### config.mk
export PLATFORM = sky130hd
export DESIGN_NAME = mul_div_unit
export DESIGN_NICKNAME = d
export VERILOG_FILES = /design/src/rtl/mul_div_unit_pkg.sv /design/src/rtl/mul_div_unit_div_core.sv /design/src/rtl/mul_div_unit.sv
export SDC_FILE = /design/constraint.sdc
export NUM_CORES = 1
export LEC_CHECK = 0
export CAP_MARGIN = 20
export CORE_UTILIZATION = 55
export DETAILED_ROUTE_END_ITERATION = 8
export GPL_TIMING_DRIVEN = 0
export MAX_ROUTING_LAYER = met4
export PLACE_DENSITY = 0.75
export SLEW_MARGIN = 5
export SYNTH_ARGS = -nofsm -noshare
export SYNTH_HDL_FRONTEND = slang
export SYNTH_HIERARCHICAL = 1
export SYNTH_SLANG_ARGS = --single-unit
### constraint.sdc
create_clock -name clk -period 4.95 [get_ports clk]
set_input_delay 0.99 -clock clk [delete_from_list [all_inputs] [get_ports clk]]
set_output_delay 0.99 -clock clk [all_outputs]
set_load 0.005 [all_outputs]
### src/rtl/mul_div_unit_pkg.sv
// -----------------------------------------------------------------------------
// mul_div_unit_pkg
//   Shared ISA definitions for the multiply/divide unit: SPECIAL-opcode funct
//   codes that address HI/LO, the MDU FSM state encoding, and small decode
//   helpers used by the unit and its testbench.
// -----------------------------------------------------------------------------
package mul_div_unit_pkg;

  // SPECIAL-opcode funct field values handled by the MDU.
  localparam logic [5:0] FUN_MTHI  = 6'h11;
  localparam logic [5:0] FUN_MTLO  = 6'h13;
  localparam logic [5:0] FUN_MULT  = 6'h18;
  localparam logic [5:0] FUN_MULTU = 6'h19;
  localparam logic [5:0] FUN_DIV   = 6'h1A;
  localparam logic [5:0] FUN_DIVU  = 6'h1B;

  typedef enum logic [1:0] {
    IDLE = 2'd0,
    CALC = 2'd1,
    FIX  = 2'd2
  } mdu_state_e;

  function automatic logic is_mult(input logic [5:0] funct);
    return (funct == FUN_MULT) || (funct == FUN_MULTU);
  endfunction

  function automatic logic is_div(input logic [5:0] funct);
    return (funct == FUN_DIV) || (funct == FUN_DIVU);
  endfunction

  // Signed variants work on magnitudes and need a sign fix afterwards.
  function automatic logic is_signed_op(input logic [5:0] funct);
    return (funct == FUN_MULT) || (funct == FUN_DIV);
  endfunction

endpackage

### src/rtl/mul_div_unit_div_core.sv
// -----------------------------------------------------------------------------
// div_core
//   Unsigned restoring divider, one quotient bit per step.
//   clk, reset            : clock, synchronous active-high reset
//   load                  : capture dividend/divisor, clear remainder
//   step                  : perform one shift/subtract/restore iteration
//   dividend, divisor     : unsigned operands (magnitudes)
//   quotient, remainder   : valid after WIDTH steps following a load
// The quotient register doubles as the dividend shift register: each step the
// top dividend bit moves into the remainder and a quotient bit enters at LSB.
// -----------------------------------------------------------------------------
module div_core #(
  parameter int WIDTH = 32
) (
  input  logic             clk,
  input  logic             reset,
  input  logic             load,
  input  logic             step,
  input  logic [WIDTH-1:0] dividend,
  input  logic [WIDTH-1:0] divisor,
  output logic [WIDTH-1:0] quotient,
  output logic [WIDTH-1:0] remainder
);

  logic [WIDTH-1:0] dvsr;
  logic [WIDTH:0]   shifted;
  logic [WIDTH-1:0] diff;
  logic             ge;

  // NOTE: always_comb assigns every output on every path, so no latch is inferred.
  always_comb begin
    shifted = {remainder, quotient[WIDTH-1]};
    ge      = (shifted >= {1'b0, dvsr});
    // When ge holds, shifted - dvsr < dvsr, so the low WIDTH bits are exact.
    diff    = shifted[WIDTH-1:0] - dvsr;
  end

  // NOTE: sequential state uses non-blocking assignments so every register
  // samples pre-edge values, independent of statement order.
  always_ff @(posedge clk) begin
    if (reset) begin
      quotient  <= '0;
      remainder <= '0;
      dvsr      <= '0;
    end else if (load) begin
      quotient  <= dividend;
      remainder <= '0;
      dvsr      <= divisor;
    end else if (step) begin
      quotient  <= {quotient[WIDTH-2:0], ge};
      remainder <= ge ? diff : shifted[WIDTH-1:0];
    end
  end

endmodule

### src/rtl/mul_div_unit.sv
// -----------------------------------------------------------------------------
// mul_div_unit
//   MIPS-style multiply/divide unit with architectural HI/LO registers.
//   clk    : rising-edge clock          reset : synchronous, active-high
//   start  : request, sampled in IDLE   funct : FUN_MULT/MULTU/DIV/DIVU/MTHI/MTLO
//   a, b   : rs (dividend), rt (divisor)
//   busy   : multi-cycle operation in progress
//   done   : one-cycle pulse, hi/lo just took a new result
//   hi, lo : HI/LO registers
// Iterative ops: operands latched at start edge k, WIDTH iterations in CALC,
// sign fix in FIX, result committed to hi/lo with done at edge k+WIDTH+2.
// busy/done are registered one edge behind the FSM state.
// Build option: MDU_FAST_MULT_EN -- MULT/MULTU use a single-cycle multiplier,
// committing at edge k+1 with busy never raised. Division stays iterative.
// -----------------------------------------------------------------------------
module mul_div_unit
  import mul_div_unit_pkg::*;
#(
  parameter int WIDTH = 32
) (
  input  logic             clk,
  input  logic             reset,
  input  logic             start,
  input  logic [5:0]       funct,
  input  logic [WIDTH-1:0] a,
  input  logic [WIDTH-1:0] b,
  output logic             busy,
  output logic             done,
  output logic [WIDTH-1:0] hi,
  output logic [WIDTH-1:0] lo
);

  localparam int CNT_W = $clog2(WIDTH);

  mdu_state_e       state;
  logic [CNT_W-1:0] cnt;
  logic             op_div;
  logic             neg_q;     // quotient/product must be negated
  logic             neg_r;     // remainder must be negated
  logic             b_zero;
  logic [WIDTH-1:0] a_raw;     // original dividend, returned as hi on /0
  logic [WIDTH-1:0] res_hi;
  logic [WIDTH-1:0] res_lo;
  logic             pending;   // res_* waits for commit on the next edge

  logic             sgn;
  logic [WIDTH-1:0] a_mag;
  logic [WIDTH-1:0] b_mag;
  logic [WIDTH-1:0] quo;
  logic [WIDTH-1:0] rem;

  always_comb begin
    sgn   = is_signed_op(funct);
    a_mag = (sgn && a[WIDTH-1]) ? -a : a;
    b_mag = (sgn && b[WIDTH-1]) ? -b : b;
  end

`ifdef MDU_FAST_MULT_EN
  logic [2*WIDTH-1:0] mag_prod;
  always_comb mag_prod = {{WIDTH{1'b0}}, a_mag} * {{WIDTH{1'b0}}, b_mag};
`else
  // Shift-add multiply: prod_lo starts as the multiplier and is shifted out
  // LSB-first while partial sums accumulate into prod_hi.
  logic [WIDTH-1:0] mcand;
  logic [WIDTH-1:0] prod_hi;
  logic [WIDTH-1:0] prod_lo;
  logic [WIDTH:0]   mult_sum;
  always_comb mult_sum = {1'b0, prod_hi} + (prod_lo[0] ? {1'b0, mcand} : '0);
`endif

  div_core #(.WIDTH(WIDTH)) u_div_core (
    .clk       (clk),
    .reset     (reset),
    .load      ((state == IDLE) && start && is_div(funct)),
    .step      ((state == CALC) && op_div),
    .dividend  (a_mag),
    .divisor   (b_mag),
    .quotient  (quo),
    .remainder (rem)
  );

  always_ff @(posedge clk) begin
    if (reset) begin
      // NOTE: datapath registers are reset too, so an aborted operation leaves
      // no stale accumulator contents behind.
      state   <= IDLE;
      cnt     <= '0;
      op_div  <= 1'b0;
      neg_q   <= 1'b0;
      neg_r   <= 1'b0;
      b_zero  <= 1'b0;
      a_raw   <= '0;
      res_hi  <= '0;
      res_lo  <= '0;
      pending <= 1'b0;
      busy    <= 1'b0;
      done    <= 1'b0;
      hi      <= '0;
      lo      <= '0;
`ifndef MDU_FAST_MULT_EN
      mcand   <= '0;
      prod_hi <= '0;
      prod_lo <= '0;
`endif
    end else begin
      busy    <= (state != IDLE);
      done    <= pending;
      pending <= 1'b0;
      if (pending) begin
        hi <= res_hi;
        lo <= res_lo;
      end

      case (state)
        IDLE: begin
          if (start) begin
            // A move issued on the commit edge is the younger write and wins.
            if (funct == FUN_MTHI) begin
              hi <= a;
            end else if (funct == FUN_MTLO) begin
              lo <= a;
            end else if (is_mult(funct)) begin
`ifdef MDU_FAST_MULT_EN
              {res_hi, res_lo} <= (sgn && (a[WIDTH-1] ^ b[WIDTH-1])) ? -mag_prod : mag_prod;
              pending          <= 1'b1;
`else
              state   <= CALC;
              cnt     <= '0;
              op_div  <= 1'b0;
              neg_q   <= sgn && (a[WIDTH-1] ^ b[WIDTH-1]);
              mcand   <= b_mag;
              prod_hi <= '0;
              prod_lo <= a_mag;
`endif
            end else if (is_div(funct)) begin
              state  <= CALC;
              cnt    <= '0;
              op_div <= 1'b1;
              neg_q  <= sgn && (a[WIDTH-1] ^ b[WIDTH-1]);
              neg_r  <= sgn && a[WIDTH-1];
              b_zero <= (b == '0);
              a_raw  <= a;
            end
          end
        end

        CALC: begin
`ifndef MDU_FAST_MULT_EN
          if (!op_div) begin
            {prod_hi, prod_lo} <= {mult_sum, prod_lo[WIDTH-1:1]};
          end
`endif
          cnt <= cnt + CNT_W'(1);
          if (cnt == CNT_W'(WIDTH - 1)) begin
            state <= FIX;
          end
        end

        FIX: begin
          if (op_div) begin
            if (b_zero) begin
              res_lo <= '1;
              res_hi <= a_raw;
            end else begin
              // Negating the magnitude quotient truncates toward zero; the
              // most-negative / -1 case wraps back to the dividend itself.
              res_lo <= neg_q ? -quo : quo;
              res_hi <= neg_r ? -rem : rem;
            end
          end else begin
`ifndef MDU_FAST_MULT_EN
            {res_hi, res_lo} <= neg_q ? -{prod_hi, prod_lo} : {prod_hi, prod_lo};
`endif
          end
          pending <= 1'b1;
          state   <= IDLE;
        end

        default: state <= IDLE;
      endcase
    end
  end

endmodule

==> flow_summary.yaml, run 1 <==
worst_setup_path:
  timing_worst_setup_path_type: "input port to flip-flop"
  worstPathCellList: "clkdlybuf4s50_1 -> nor4bb_4 -> and2_0 -> nand3_2 -> clkinv_1 -> buf_1 -> clkbuf_1 -> clkbuf_2 -> clkbuf_2 -> mux2i_1 -> nor2_1"
  timing.critical_path.to_type: "flip-flop"
  critPathArrivalTime_ps: 5120
  timing.critical_path.slowest_cell_delay_ps: 540
  crit_path_start_kind: "input port"
  reg_to_reg_slack_setup_ps: 540
  critical_path.slowest_cell: "sky130_fd_sc_hd__clkbuf_1"
  critical_path_peak_fanout: 10
  cp_common_cell: "sky130_fd_sc_hd__clkbuf_2"
  crit_required_ps: 5410
sta:
  period_needed_ps: 4660
  final_min_period_over_clock_period_pct: 94.1
  fin_hold_ws_ps: 450
  max_freq_mhz: 215
  slew_violations: 0
  finalSetupTns_ps: 0
  grt_setup_unrepaired: "no"
  relSlewSlack_pct: 17.7
  worstMarginPinSlew_ps: 1230
  hold_viol: 0
  final-setup-viol-count: 0
  post-route-worst-setup-slack_ps: 291
  clock_skew_ps: 25.7
placed_design:
  globalplace.congestion: 1.06
  placed_cells_incl_taps: 3724
  placement.setup.worst_slack_ps: -1360
  detailed_place_hpwl_um: 77800
  io_buffer_count: 120
  detailed_place.area_sq_um: 25200
drt:
  drtAntennaViolNets: 0
  detail_route.drc_violations: 0
  wirelength_um: 101000
  routed_via_count: 25400
  route.detailed.vias_per_inst: 6.68
  detail_route.wl_per_cell_um: 26.5
  first_iter_violations: 3184
  first_pass_iters: 6
global_routing:
  grt_start_max_net_pins: 13
  grt_pass1_vias: 23500
  grt-ovfl-total: 0
  grt_use_total_pct: 46.8
  antenna_found_initial: 1
  grt_first_pass_wirelength_um: 148000
floorplan:
  die_height_um: 208
  floorplan.die.width_um: 208
  floorplan.rows: 75
  core_region_area_sq_um: 41900
  io_pins: 139
  floorplan.die_area_sq_um: 43200
  floorplan.initialDensity_pct: 55.7
yosys:
  synthDominantCellAreaShare_pct: 31.5
  yosys.cell_types.count: 99
  syn-num-nets: 3211
  synth_area_leader_cell: "sky130_fd_sc_hd__dfxtp_1"
  syn_inst: 3065
  asyncSetResetFlopFracSynth_pct: 0
  ys_warn_count: 6
  ys_top_cells_by_area: "sky130_fd_sc_hd__dfxtp_1, sky130_fd_sc_hd__mux2i_1, sky130_fd_sc_hd__nand2_1"
  synth_sequential_area_ratio_pct: 31.5
  synthFlopType: "sky130_fd_sc_hd__dfxtp_1"
  netlist_area_sq_um: 23300
  synth_edf_count: 0
  syn-mean-instance-area_sq_um: 7.60
  ys_ff_latch: 366
clock_network:
  h-tree-depth: 2
  cts_sinks: 366
  clock_path_buffers: 3
  numCtsBuffers: 43
  cts.clk_slew.worst_paths_ps: 60
  tritoncts_clock_tree: "done"
  hold_fix_buffers_cts: 0
  insertion_delay_ps: 600
  ctsRootBufferMaster: "sky130_fd_sc_hd__clkbuf_16"
final_layout:
  areaGrowthSynthToFinish_pct: 14.6
  postLayoutCellArea_sq_um: 26700
  postLayoutCoreUtil_pct: 63.8
  layout.nets: 3378
  layout-drive-gt1-share_pct: 4.13
  finalNonFillerCells: 3806
hold_path:
  min_path_type: "flip-flop to flip-flop"
run:
  maxCapViolations: 0
run_status:
  outcome: "finished, final reports clean"
power_and_ir_drop:
  vdd_drop_max_v: 0.000240
  total_power_mw: 7.10
  p_leak_nw: 9.77
  pwr_density_cell_nw_per_um2: 266
==> cells in the mapped netlist, types with 10 or more instances <==
cell	number
sky130_fd_sc_hd__nand4_1	26
sky130_fd_sc_hd__o211ai_1	24
sky130_fd_sc_hd__or4_1	27
sky130_fd_sc_hd__a22oi_1	16
sky130_fd_sc_hd__nor3_1	71
sky130_fd_sc_hd__a21oi_1	237
sky130_fd_sc_hd__nor2b_1	23
sky130_fd_sc_hd__xor2_1	81
sky130_fd_sc_hd__nor4_1	34
sky130_fd_sc_hd__nand2_1	373
sky130_fd_sc_hd__nor2_1	354
sky130_fd_sc_hd__ha_1	71
sky130_fd_sc_hd__and2_1	34
sky130_fd_sc_hd__clkbuf_1	188
sky130_fd_sc_hd__o221ai_1	20
sky130_fd_sc_hd__o21ai_0	186
sky130_fd_sc_hd__a31oi_1	63
sky130_fd_sc_hd__and3_1	19
sky130_fd_sc_hd__nand3_1	72
sky130_fd_sc_hd__a21o_1	15
sky130_fd_sc_hd__o21a_1	11
sky130_fd_sc_hd__a211oi_1	81
sky130_fd_sc_hd__dfxtp_1	366
sky130_fd_sc_hd__or3_1	23
sky130_fd_sc_hd__or2_2	10
sky130_fd_sc_hd__mux2i_1	147
sky130_fd_sc_hd__xnor2_1	122
sky130_fd_sc_hd__o22ai_1	21
sky130_fd_sc_hd__buf_1	26
sky130_fd_sc_hd__o41ai_1	22
sky130_fd_sc_hd__o31ai_1	35
sky130_fd_sc_hd__inv_1	82
sky130_fd_sc_hd__nand2b_1	25
==> power breakdown <==
group	internal (mW)	leakage, nW	switching (mW)
Clock	2.03	0.723	1.37
Combinational	0.228	6.10	0.493
Sequential	2.96	2.95	0.0191
Total	5.22	9.77	1.88
==> what timing repair did <==
item	in CTS	in global routing
gates cloned	0	0
pin swaps	0	1
endpoints found under the setup margin	51	50
resized for setup	4	0
buffers inserted	0	1
==> kinds of logic after synthesis <==
family	Yosys count	synth area share, %
compound gates	832	22.8
xor+xnor	203	7.63
buf+inv	310	5.19
mux	151	6.51
flops	366	31.5
fa+ha+maj	73	3.99
simple gates	1130	22.4
==> per-layer routing <==
metal  track usage (%)  part of all wire, %  up-vias  wire length, um
met5                 -                    0        -                0
met4              37.0                  9.1        0             9220
met3              8.93                  9.9      418            10000
met2              70.4                   44     1668            44000
met1              54.9                   37    12000            37700
li1                  -                    -    11300                -
==> registers in the layout (all words and copies together), names as in the netlist, 2 cells and up <==
| register | count |
|---|---|
| res_lo | 32 |
| u_div_core/quotient | 32 |
| hi | 32 |
| res_hi | 32 |
| prod_lo | 32 |
| u_div_core/dvsr | 32 |
| cnt | 5 |
| mcand | 32 |
| a_raw | 32 |
| state | 2 |
| prod_hi | 32 |
| lo | 32 |
| u_div_core/remainder | 32 |
==> cell type report <==
| cell class | count | area (sq um) |
|---|---|---|
| Fill cell | 3718 | 15100 |
| Multi-Input combinational cell | 2389 | 14800 |
| Sequential cell | 366 | 7330 |
| Clock buffer | 65 | 1300 |
| Timing Repair Buffer | 122 | 1210 |
| Buffer | 227 | 902 |
| Tap cell | 539 | 674 |
| Inverter | 83 | 312 |
| Clock inverter | 14 | 195 |
| Antenna cell | 1 | 2.50 |
==> critical path: cells and delay by family <==
kind / cells / cell delay [ps]
AND/OR/NAND/NOR: 4 / 1070
multiplexers: 1 / 260
buffers and inverters: 6 / 2770
==> worst paths after layout <==
path                      startpoint                                to  cells past startpoint
min           res_hi[0]$_SDFFE_PP0P_            res_hi[0]$_SDFFE_PP0P_                      2
min reg2reg   res_hi[0]$_SDFFE_PP0P_            res_hi[0]$_SDFFE_PP0P_                      2
max                         funct[3]  u_div_core/dvsr[27]$_SDFFE_PP0P_                     11
max reg2reg  prod_lo[0]$_SDFFE_PP0P_           res_hi[10]$_SDFFE_PP0P_                     11
==> placed cells by master, fill, tap and decap left out, types with 19 or more instances in the layout <==
cell type and instances:
sky130_fd_sc_hd__o22ai_1 21, sky130_fd_sc_hd__nand4_1 26, sky130_fd_sc_hd__or4_1 27, sky130_fd_sc_hd__nor2b_1 23
sky130_fd_sc_hd__inv_1 82, sky130_fd_sc_hd__o21ai_0 186, sky130_fd_sc_hd__and2_1 34, sky130_fd_sc_hd__mux2i_1 147
sky130_fd_sc_hd__dfxtp_1 366, sky130_fd_sc_hd__nand2b_1 25, sky130_fd_sc_hd__nor3_1 71, sky130_fd_sc_hd__o221ai_1 20
sky130_fd_sc_hd__nor4_1 34, sky130_fd_sc_hd__nor2_1 354, sky130_fd_sc_hd__o211ai_1 24, sky130_fd_sc_hd__ha_1 71
sky130_fd_sc_hd__clkbuf_1 194, sky130_fd_sc_hd__o41ai_1 22, sky130_fd_sc_hd__nand3_1 71, sky130_fd_sc_hd__xnor2_1 122
sky130_fd_sc_hd__clkdlybuf4s50_1 120, sky130_fd_sc_hd__buf_1 26, sky130_fd_sc_hd__xor2_1 81, sky130_fd_sc_hd__nand2_1 373
sky130_fd_sc_hd__or3_1 23, sky130_fd_sc_hd__a211oi_1 81, sky130_fd_sc_hd__clkbuf_16 44, sky130_fd_sc_hd__o31ai_1 35
sky130_fd_sc_hd__a21oi_1 237, sky130_fd_sc_hd__a31oi_1 63, sky130_fd_sc_hd__and3_1 19
(Power assumes the default switching activity.)
==> inputs of run 2 (changes only) <==
--- a/config.mk
+++ b/config.mk
@@ -6,11 +6,10 @@
 export NUM_CORES = 1
 export LEC_CHECK = 0
 export CAP_MARGIN = 20
-export CORE_UTILIZATION = 55
+export CORE_UTILIZATION = 30
 export DETAILED_ROUTE_END_ITERATION = 8
 export GPL_TIMING_DRIVEN = 0
 export MAX_ROUTING_LAYER = met4
-export PLACE_DENSITY = 0.75
 export SLEW_MARGIN = 5
 export SYNTH_ARGS = -nofsm -noshare
 export SYNTH_HDL_FRONTEND = slang
==> run 2 against run 1 <==
Against the previous run: routed wire length grew 6.2%; worst setup slack lost 140 ps; clock power shrank 1%; largest cell class unchanged; sequential cell count is the same; utilization shrank 28 points; first-iteration DRC count shrank 15%; sequential power is essentially flat; hold slack lost 3.3 ps; via count shrank 2.5%; clock skew grew 14 ps; critical path depth grew 1.
==> flow_summary.yaml, run 2 (same netlist as run 1, synthesis figures left out) <==
sta:
  final_min_period_over_clock_period_pct: 96.9
  period_needed_ps: 4790
  final-setup-viol-count: 0
  worstMarginPinSlew_ps: 1260
  hold_viol: 0
  relSlewSlack_pct: 15.8
  max_freq_mhz: 209
  clock_skew_ps: 39.5
  slew_violations: 0
  grt_setup_unrepaired: "no"
clock_network:
  ctsRootBufferMaster: "sky130_fd_sc_hd__clkbuf_16"
  cts_sinks: 366
  cts.clk_slew.worst_paths_ps: 60
  hold_fix_buffers_cts: 0
  h-tree-depth: 2
  clock_path_buffers: 3
  tritoncts_clock_tree: "done"
  numCtsBuffers: 42
  insertion_delay_ps: 610
global_routing:
  antenna_found_initial: 3
  grt_first_pass_wirelength_um: 155000
  grt-ovfl-total: 0
  grt_pass1_vias: 23300
  grt_use_total_pct: 27.3
  grt_start_max_net_pins: 14
floorplan:
  io_pins: 139
  floorplan.initialDensity_pct: 30.5
  floorplan.rows: 101
  die_height_um: 281
  core_region_area_sq_um: 76300
  floorplan.die_area_sq_um: 78800
  floorplan.die.width_um: 281
run_status:
  outcome: "finished, final reports clean"
power_and_ir_drop:
  power.internal_mw: 5.08
  power.share.switching_pct: 28.1
  power_frac_clock_pct: 47.2
  p_leak_nw: 9.79
  power.share.sequential_pct: 42.2
  total_power_mw: 7.06
  p_switching_mw: 1.98
  vdd_drop_max_v: 0.000239
  power.combinational.fraction_pct: 10.5
  pwr_density_cell_nw_per_um2: 258
worst_setup_path:
  regToRegStartpoint: "prod_lo[0]$_SDFFE_PP0P_"
  r2r_end: "res_hi[14]$_SDFFE_PP0P_"
  critical_path_peak_fanout: 10
  timing_worst_setup_path_type: "input port to flip-flop"
  crit_path_start_kind: "input port"
  timing.critical_path.to_type: "flip-flop"
  reg_to_reg_slack_setup_ps: 190
  critPathArrivalTime_ps: 5260
  worstRegToRegCells: 11
  crit_required_ps: 5420
final_layout:
  finalNonFillerCells: 4305
  layout.nets: 3383
  most-common-layout-cells: "sky130_fd_sc_hd__nand2_1, sky130_fd_sc_hd__dfxtp_1, sky130_fd_sc_hd__nor2_1"
  layout-drive-gt1-share_pct: 4.40
  most_common_cell_after_layout_fill_and_taps_aside: "sky130_fd_sc_hd__nand2_1"
  areaGrowthSynthToFinish_pct: 17.3
  fillerInstances: 8207
run:
  maxCapViolations: 0
drt:
  first_pass_iters: 8
  detail_route.wl_per_cell_um: 24.9
  detail_route.drc_violations: 0
  wirelength_um: 107000
  first_iter_violations: 2709
  drtAntennaViolNets: 0
  routed_via_count: 24800
  route.detailed.vias_per_inst: 5.76
placed_design:
  io_buffer_count: 120
  detailed_place_hpwl_um: 82900
  placed_cells_incl_taps: 4216
  globalplace.congestion: 1.05
hold_path:
  min_path_type: "flip-flop to flip-flop"
  worst_hold_path.num_cells: 2
  hold_path_end: "res_lo[16]$_SDFFE_PP0P_"
  worst_hold_startpoint: "res_lo[16]$_SDFFE_PP0P_"
==> run 2: changes by cell type in the layout (fill, tap and decap cells not counted), moves of 2 or more <==
cell,delta
sky130_fd_sc_hd__clkbuf_2,+2
sky130_fd_sc_hd__clkbuf_1,-4
sky130_fd_sc_hd__diode_2,+3
sky130_fd_sc_hd__buf_8,+2
sky130_fd_sc_hd__clkbuf_16,-2
sky130_fd_sc_hd__clkinv_4,+2
sky130_fd_sc_hd__clkbuf_8,-6
sky130_fd_sc_hd__clkinv_2,+7
==> run 2: stage by stage <==
step                      hold slack (ps)  area [sq um]  setup TNS [ps]  setup WS, ps  util, %
after floorplan                       422         23300               0          1080        -
after global placement                436         25800         -265050         -2850     33.8
after detailed placement              438         25800         -106100         -1750     33.8
after CTS                             447         27300               0           171     35.7
after global routing                  470         27300               0           129     35.8
final                                 446         27300               0           156     35.8
==> run 2: worst max-delay path, stage by stage <==
cell and delay, ps:
sky130_fd_sc_hd__clkdlybuf4s50_1 490, sky130_fd_sc_hd__nor4bb_4 270, sky130_fd_sc_hd__buf_4 180, sky130_fd_sc_hd__and2_0 290, sky130_fd_sc_hd__nand3_2 430, sky130_fd_sc_hd__clkinv_1 320, sky130_fd_sc_hd__buf_1 580, sky130_fd_sc_hd__clkbuf_2 400
sky130_fd_sc_hd__clkbuf_2 530, sky130_fd_sc_hd__clkbuf_2 470, sky130_fd_sc_hd__mux2i_1 240, sky130_fd_sc_hd__nor2_1 50
==> run 2: repair_timing <==
item / 4_1_cts / 5_1_grt
setup endpoints to repair: 92 / 18
resized for setup: 4 / 2
pin swaps: 1 / 0
setup buffers: 2 / 0
==> run 2: worst max-delay path by stage <==
stage	startpoint	to	slack, ps
floorplan	funct[2]	u_div_core/dvsr[13]$_SDFFE_PP0P_	1080
global placement	funct[4]	u_div_core/quotient[0]$_SDFFE_PP0P_	-2850
detailed placement	funct[4]	u_div_core/quotient[0]$_SDFFE_PP0P_	-1750
CTS	funct[3]	u_div_core/dvsr[23]$_SDFFE_PP0P_	170
global route	funct[3]	u_div_core/dvsr[24]$_SDFFE_PP0P_	130
finish	funct[3]	u_div_core/dvsr[25]$_SDFFE_PP0P_	160
==> run 2: area by class of cell <==
| type | instances | area (sq um) | area share, % |
|---|---|---|---|
| clock buffers | 54 | 1160 | 4.23 |
| clock inverters | 24 | 283 | 1.03 |
| repair buffers | 128 | 1270 | 4.66 |
| well taps | 1030 | 1290 | 4.72 |
| multi-input cells | 2389 | 14800 | 54.1 |
| diodes | 4 | 10.0 | 0.0366 |
| inverters | 83 | 312 | 1.14 |
| flip-flops and latches | 366 | 7330 | 26.8 |
| plain buffers | 227 | 903 | 3.31 |
==> run 2: power groups by stage <==
stage	sequential, mW	clock (mW)	combinational (mW)
floorplan	3.04	0	0.399
global placement	3.05	0	0.709
detailed placement	3.05	0	0.709
CTS	2.98	3.35	0.713
global route	2.98	3.47	0.773
finish	2.98	3.34	0.744
==> run 2: routing by layer <==
layer  wire length (um)  track usage, %
met2              46000            40.7
met3              11100            6.45
met1              44900            34.7
met5                  0               -
met4               5120            12.4
